[src/rtl/cache_mem_arbiter.sv]
// cache_mem_arbiter
//   Arbitrates the instruction-cache fill port and the data-cache port onto
//   the single RAM port inside the memory controller. A grant is registered
//   (one-cycle arbitration latency). The grant is held until the RAM reports
//   ACCESS or the owner withdraws its request. Each grant is followed by one
//   idle bubble cycle. Completed transfers are counted per requester.
//
// Ports
//   CLK, nRST                      clock, synchronous active-low reset
//   iREN, iaddr / iwait, iload     icache read port (iwait low = data valid)
//   dREN, dWEN, daddr, dstore      dcache request (dWEN overrides dREN)
//   dwait, dload                   dcache completion / read data
//   ramREN, ramWEN, ramaddr,
//   ramstore / ramload, ramstate   single RAM port (ramstate 0 FREE,
//                                  1 BUSY, 2 ACCESS, 3 ERROR)
//   icount, dcount                 completed-transfer counters (wrapping)
module cache_mem_arbiter #(
  parameter bit FAIR_ARB = 1'b1,
  parameter int CNT_W    = 32
) (
  input  logic             CLK,
  input  logic             nRST,
  input  logic             iREN,
  input  logic [31:0]      iaddr,
  output logic             iwait,
  output logic [31:0]      iload,
  input  logic             dREN,
  input  logic             dWEN,
  input  logic [31:0]      daddr,
  input  logic [31:0]      dstore,
  output logic             dwait,
  output logic [31:0]      dload,
  output logic             ramREN,
  output logic             ramWEN,
  output logic [31:0]      ramaddr,
  output logic [31:0]      ramstore,
  input  logic [31:0]      ramload,
  input  logic [1:0]       ramstate,
  output logic [CNT_W-1:0] icount,
  output logic [CNT_W-1:0] dcount
);

  localparam logic [1:0] RAM_ACCESS = 2'd2;

  typedef enum logic [1:0] {IDLE, IGRANT, DGRANT} state_t;

  state_t state, next_state;
  logic   i_first, next_i_first;  // 1 = icache wins the next simultaneous request
  logic   i_done, d_done;
  logic   d_req;

  assign d_req = dREN | dWEN;

  // Load data is passed straight through; it is only meaningful while the
  // matching wait is low.
  assign iload = ramload;
  assign dload = ramload;

  // NOTE: sequential state uses non-blocking assignments so every register
  // samples the pre-edge values; the reset is synchronous, so it sits inside
  // the clocked branch.
  always_ff @(posedge CLK) begin
    if (!nRST) begin
      state   <= IDLE;
      i_first <= 1'b0;
      icount  <= '0;
      dcount  <= '0;
    end else begin
      state   <= next_state;
      i_first <= next_i_first;
      if (i_done) icount <= icount + 1'b1;
      if (d_done) dcount <= dcount + 1'b1;
    end
  end

  // NOTE: every output of this block gets a default first, so no path leaves
  // a signal unassigned and no latch is inferred.
  always_comb begin
    next_state   = state;
    next_i_first = i_first;
    ramREN       = 1'b0;
    ramWEN       = 1'b0;
    ramaddr      = '0;
    ramstore     = '0;
    iwait        = 1'b1;
    dwait        = 1'b1;
    i_done       = 1'b0;
    d_done       = 1'b0;

    case (state)
      IDLE: begin
        // The data cache wins unless fair arbitration has handed the turn to
        // the instruction cache after a contended data access.
        if (d_req && !(iREN && FAIR_ARB && i_first)) next_state = DGRANT;
        else if (iREN)                               next_state = IGRANT;
      end

      DGRANT: begin
        ramaddr  = daddr;
        ramstore = dstore;
        ramWEN   = dWEN;
        ramREN   = dREN & ~dWEN;
        if (ramstate == RAM_ACCESS) begin
          dwait        = 1'b0;
          d_done       = 1'b1;
          next_state   = IDLE;
          next_i_first = iREN;
        end else if (!d_req) begin
          // Withdrawn before completion: release the port at once, no count.
          ramaddr    = '0;
          ramstore   = '0;
          next_state = IDLE;
        end
      end

      IGRANT: begin
        ramaddr = iaddr;
        ramREN  = iREN;
        if (ramstate == RAM_ACCESS) begin
          iwait        = 1'b0;
          i_done       = 1'b1;
          next_state   = IDLE;
          next_i_first = 1'b0;
        end else if (!iREN) begin
          ramaddr    = '0;
          next_state = IDLE;
        end
      end

      default: next_state = IDLE;
    endcase
  end

endmodule

[config.mk]
export PLATFORM = sky130hd
export DESIGN_NAME = cache_mem_arbiter
export DESIGN_NICKNAME = d
export VERILOG_FILES = /design/src/rtl/cache_mem_arbiter.sv
export SDC_FILE = /design/constraint.sdc
export NUM_CORES = 1
export LEC_CHECK = 0
export CAP_MARGIN = 20
export CORE_AREA = 2 2 128 130
export DETAILED_ROUTE_END_ITERATION = 8
export DIE_AREA = 0 0 130 132
export DONT_BUFFER_PORTS = 1
export PLACE_DENSITY = 0.48
export SYNTH_ARGS = -nofsm -noshare
export SYNTH_HDL_FRONTEND = slang
export SYNTH_SLANG_ARGS = --single-unit
[constraint.sdc]
create_clock -name CLK -period 3.9 [get_ports CLK]
set_clock_uncertainty 0.2 [all_clocks]
set_input_delay 0.78 -clock CLK [delete_from_list [all_inputs] [get_ports CLK]]
set_output_delay 0.78 -clock CLK [all_outputs]
set_load 0.005 [all_outputs]
==> qor.csv, run 1 <==
metric,value,unit
crit path launch type,flop,
Die Span Y,132,µm
share of cells above drive strength 1,4.858,%
Crit-path slowest cell,a22oi_1,
initial antenna violation count,5,
Synth-to-Final Area Change,-0.3845,%
nets,630,
CP Class,flop to primary output,
adder-cell area share of the yosys netlist,1.373,%
largest net degree at the start of global routing,54,
most frequent cells in the layout,"67 x dfxtp_1, 36 x nor2b_1, 35 x and2_1, 35 x a21oi_1, 34 x nand2_1",
distinct cell type count after synthesis,43,
post-layout min period,3.548,ns
Synth Area in XOR/XNOR,3.844,%
starting density of the core,29.00,%
row cnt,46,
NetSw,447.6,µW
WP buf/inv,2,
worst reg-to-reg path cell count,6,
post-synthesis compound-gate area fraction,16.56,%
Critical Path RT,2.92,ns
max-cap violation count,0,
Synth Net Count,713,
RSZ-0062 raised after global routing,no,
WL met3,1.803,mm
FMAX,281.9,MHz
placed cell areas,4232,µm²
Clk pwr share,46.9,%
Ys Warns,0,
Seq pwr share,39.7,%
status,"complete, no violations",
Post-CTS Setup Inserts,0,
Vias per Instance,5.517,
"most common cell after layout, fill and taps aside",dfxtp_1,
Final Hold Vio Count,0,
met2 WL,8.283,mm
cts repair resizes,0,
DR top layer,met4,
"critical path, cell by cell",inv_1 -> ha_1 -> and3b_1 -> inv_4 -> nand2_2 -> a22oi_1 -> nor2b_1,
grt ovf,0,
CTS buffer count,9,
main combinational cell family by area after synthesis,simple AND/OR/NAND/NOR gates,
clk root buf,clkbuf_16,
Util after Layout,28.89,%
first-pass GRT wire length,23.32,mm
critical path's largest stage delay,0.57,ns
full die area,17160,µm²
clock buffer depth,2,
Metal-1 WL,6.135,mm
post-route cell area,4539,µm²
Hold Buf Count CTS,0,
Worst Setup End Kind,primary output,
Slew @ Worst Pin,1.024,ns
PwrDens,384.6,nW/µm²
register area share after synthesis,29.43,%
H-tree depth,3,
internal power,1.298,mW
global-route usage over all layers,18.22,%
Yosys reg bits,67,
final max-slew violation count,0,
DRT Pass-1 Iters,4,
"Reg clk slew, reported paths",0.06,ns
Die X-Extent,130,µm
Tot Pwr,1.746,mW
io pins,331,
max_slew headroom,31.66,%
mapped cell area,4557,µm²
final antenna-violating net count,0,
Avg WL per Cell,23.04,µm
CP top delay family,simple AND/OR/NAND/NOR gates,
arrival time at the worst endpoint,2.57,ns
Fin Setup TNS,0,ns
Final WS setup,0.3525,ns
Crit Path Max Fanout,45,
Min-Delay Path Depth,2,
Comb power frac,13.4,%
via count,3945,
Worst-Skew Late Latency,0.33,ns
final setup vio count,0,
Crit path depth,7,
Port-buffer cells,0,
pre-CTS setup slack,0.6421,ns
number of global-route vias before repair,3475,
Static Leak,1.295,nW
drt total wl,16.47,mm
DP HPWL,13.23,mm
Post-Syn Instances,573,
Post-Synthesis Mean Instance Area,7.953,µm²
simple-gate share of the synthesized area,32.65,%
Final GP Congestion,0.8444,
VDD IR-drop max,0.1418,mV
post-route clock period utilization,90.96,%
Starting DRT DRC Count,241,
CTS tree,done,
Hold WC Path Type,flop to flop,
core area,15710,µm²
Sw Share,25.64,%
DRC,0,
clock sinks,67,
multiplexer share of the synthesized area,1.318,%
## metrics by stage
stage               cells  hold WS, ns
floorplan             573       0.2483
global placement      695       0.2713
detailed placement    695       0.2859
CTS                   710       0.2944
global route          715       0.3240
finish                715       0.2977
## routing by layer
layer / vias to the layer above / GRT usage (%)
met5: - / 0
met4: 0 / 5.556
met3: 18 / 8.482
met2: 218 / 30.74
met1: 1862 / 20.27
li1: 1847 / -
## final timing paths
kind,startpoint,to,slack [ns]
worst max-delay path,state[0]$_SDFFE_PN0P_,ramaddr[19],0.35
worst min-delay path,dcount[31]$_SDFFE_PN0P_,dcount[31]$_SDFFE_PN0P_,0.30
worst max register to register,state[0]$_SDFFE_PN0P_,dcount[18]$_SDFFE_PN0P_,1.22
worst min register to register,dcount[31]$_SDFFE_PN0P_,dcount[31]$_SDFFE_PN0P_,0.30
## cells in the mapped netlist
library cell  count  area share, %
nand4b_1          2           0.38
clkbuf_1         28            2.3
or2b_1            1           0.16
or4b_1            1           0.22
and4_1            8            1.5
ha_1              5            1.4
or4_1            23            3.8
nor2_1           21            1.7
nand4_2           1           0.27
o31ai_1          18            3.0
nand3b_1          4           0.66
buf_4            64             11
nor3_1            6           0.66
and3_1            1           0.14
o41ai_1           7            1.3
nand2b_1         13            1.8
nand2_1          35            2.9
nand3_1          26            2.9
inv_2             1          0.082
dfxtp_1          67             29
a22oi_1          32            5.3
a21oi_1          35            3.8
xor2_1            5           0.96
nor3b_1           1           0.16
and3b_1           1           0.19
nand4_1          10            1.4
inv_4             1           0.14
o21ai_0          14            1.5
nor2b_1          36            4.9
and4b_1           1           0.22
buf_2             3           0.33
clkbuf_2          1           0.11
inv_1            10           0.82
nand4_4           1           0.47
or3_1            11            1.5
xnor2_1          15            2.9
or3_4             1           0.25
o311ai_0          7            1.3
buf_6             2           0.49
o221a_2           1           0.25
nor4_1           12            1.6
and2_1           35            4.8
mux2i_1           6            1.3
## worst register-to-register path, cell delays in order, from the launching register on
cell and delay, ns:
dfxtp_1 0.33, inv_1 0.09, ha_1 0.29, nand4b_1 0.32, or4_1 0.71, or4b_1 0.53, a21oi_1 0.14
## power groups by stage
stage	Clock (mW)	Sequential [mW]	Combinational, mW
after floorplan	0	0.706	0.227
after global placement	0	0.707	0.226
after detailed placement	0	0.708	0.236
after CTS	0.842	0.693	0.236
after global routing	0.870	0.693	0.253
final	0.819	0.693	0.233
## layout make-up
class,instances,area (µm²)
fillers,1717,11170
multi-input cells,396,2542
flip-flops and latches,67,1341
well taps,216,270.3
clock buffers,13,260.3
inverters,12,47.55
clock inverters,2,35.03
repair buffers,4,30.03
diodes,5,12.51
## state kept, by name, summed over array words and instances, names as in the netlist
signal	flops
dcount	32
i_first	1
icount	32
state	2
## kinds of logic after synthesis
| family | Yosys count |
|---|---|
| AND/OR/NAND/NOR | 251 |
| AO/OA/AOI/OAI | 114 |
| buffers and inverters | 110 |
| flip-flops | 67 |
| XOR/XNOR | 20 |
| multiplexers | 6 |
| adder cells (fa/ha/maj) | 5 |
Note: power is estimated with default switching activity, not from simulation.
==> run 2, diff against run 1 <==
--- a/config.mk
+++ b/config.mk
@@ -6,11 +6,10 @@
 export NUM_CORES = 1
 export LEC_CHECK = 0
 export CAP_MARGIN = 20
-export CORE_AREA = 2 2 128 130
+export CORE_AREA = 2 2 127 129
 export DETAILED_ROUTE_END_ITERATION = 8
-export DIE_AREA = 0 0 130 132
-export DONT_BUFFER_PORTS = 1
-export PLACE_DENSITY = 0.48
+export DIE_AREA = 0 0 129 131
+export PLACE_DENSITY = 0.78
 export SYNTH_ARGS = -nofsm -noshare
 export SYNTH_HDL_FRONTEND = slang
 export SYNTH_SLANG_ARGS = --single-unit
==> run 2 against run 1 <==
Non-clock buffer count grew 240. Power grew 12%. Cell count grew 33%. Final area up 53%. Sequential power barely moved. Die area is 1.5% lower. Critical endpoint is now ramaddr[0]. Register-to-register slack better by 0.03 ns. Sequential cell count is the same. Highest routed layer unchanged.
==> qor.csv, run 2 (synthesis gave the netlist of run 1 again) <==
metric,value,unit
status,"complete, no violations",
Util after Layout,44.54,%
Clk pwr share,40.9,%
Worst Setup End Kind,primary output,
PwrDens,281.7,nW/µm²
Avg WL per Cell,16.43,µm
Fin Hold WS,0.2661,ns
VDD IR-drop max,0.1443,mV
DP HPWL,12.49,mm
max-cap violation count,0,
clock buffer depth,2,
FMAX,267.9,MHz
most frequent cells in the layout,"234 x clkdlybuf4s50_1, 67 x dfxtp_1, 36 x nor2b_1, 35 x and2_1, 35 x a21oi_1",
Tot Pwr,1.957,mW
post-layout min period,3.733,ns
global-route usage over all layers,17.78,%
first-pass GRT wire length,23.54,mm
crit path launch type,input port,
initial antenna violation count,0,
final max-slew violation count,0,
"most common cell after layout, fill and taps aside",clkdlybuf4s50_1,
post-route clock period utilization,95.71,%
registers with the most flip-flops,"dcount (32), icount (32), state (2)",
Fin Setup TNS,0,ns
drt total wl,15.63,mm
io pins,331,
NetSw,472.9,µW
Slew @ Worst Pin,0.9688,ns
row cnt,46,
Synth-to-Final Area Change,52.44,%
via count,4674,
starting density of the core,29.22,%
Final GP Congestion,0.8612,
clock sinks,67,
CTS buffer count,9,
Worst Hold End,dcount[31]$_SDFFE_PN0P_,
Port-buffer cells,234,
R2R Setup Slk,1.25,ns
number of global-route vias before repair,4434,
Final WS setup,0.1673,ns
Min-Delay Path Depth,2,
Final Non-Filler Cells,951,
post-route cell area,6947,µm²
Static Leak,2.180,nW
RSZ-0062 raised after global routing,no,
share of cells above drive strength 1,4.082,%
pre-CTS setup slack,0.1126,ns
worst reg-to-reg path cell count,6,
RR Startpoint,state[1]$_SDFFE_PN0P_,
full die area,16900,µm²
final antenna-violating net count,0,
Comb power frac,23.8,%
"Reg clk slew, reported paths",0.05,ns
Starting DRT DRC Count,236,
nets,870,
Vias per Instance,4.915,
Worst-Skew Late Latency,0.33,ns
DRT Pass-1 Iters,4,
CP Class,input port to primary output,
# diodes,0,
DP Cell Count,935,
Crit Path Max Fanout,34,
final setup vio count,0,
H-tree depth,3,
clk root buf,clkbuf_16,
Worst R2R End,icount[15]$_SDFFE_PN0P_,
DRC,0,
Hold Buf Count CTS,0,
Die X-Extent,129,µm
Critical Path RT,2.92,ns
core area,15600,µm²
internal power,1.484,mW
Final Hold Vio Count,0,
Die Span Y,131,µm
grt ovf,0,
Seq pwr share,35.4,%
placed cell areas,6656,µm²
largest net degree at the start of global routing,54,
arrival time at the worst endpoint,2.75,ns
CP startpoint,ramstate[1],
Sw Share,24.17,%
CTS tree,done,
max_slew headroom,35.41,%
Hold WC Path Type,flop to flop,
min-delay src,dcount[31]$_SDFFE_PN0P_,
run 2: power by group through the flow:
stage | sequential, mW | combinational (mW) | clock [mW]
after floorplan | 0.706 | 0.227 | 0
after global placement | 0.707 | 0.468 | 0
after detailed placement | 0.707 | 0.470 | 0
after CTS | 0.692 | 0.471 | 0.822
after global routing | 0.692 | 0.501 | 0.857
final | 0.692 | 0.465 | 0.799
run 2: final cells by class:
| class | instances | area, µm² |
|---|---|---|
| clock buffer | 14 | 254.0 |
| clock inverter | 2 | 35.03 |
| fill | 1551 | 8651 |
| inverter | 12 | 47.55 |
| multi-input combinational | 396 | 2544 |
| sequential | 67 | 1341 |
| tap | 216 | 270.3 |
| timing repair buffer | 244 | 2455 |
run 2: critical path, cell delays in order:
cell and delay, ns:
clkdlybuf4s50_1 0.57, and3b_2 0.26, inv_4 0.04, nand2_2 0.11
buf_12 0.20, a22oi_1 0.09, nor2b_1 0.13, clkdlybuf4s50_1 0.56
run 2: repair_timing:
item / 4_1_cts / 5_1_grt
hold endpoints to repair: 0 / 0
resized for setup: 0 / 1
buffers inserted: 0 / 0
endpoints found under the setup margin: 0 / 1
run 2: per-layer routing:
metal | routed length [µm] | track usage [%] | part of all wire [%] | vias to the layer above
met5 | 0 | 0 | 0 | -
met3 | 1122 | 6.393 | 7.2 | 14
met2 | 7882 | 30.94 | 50 | 199
met1 | 6442 | 20.80 | 41 | 2135
met4 | 179 | 4.731 | 1.1 | 0
li1 | - | - | - | 2326
run 2: worst max-delay path by stage:
stage,to,slack [ns],cells past startpoint
final,ramaddr[0],0.17,8
after detailed placement,ramaddr[18],0.11,8
after global routing,ramaddr[18],0.01,8
after CTS,ramaddr[18],0.10,8
after floorplan,ramaddr[0],1.05,7
after global placement,ramaddr[18],0.14,8
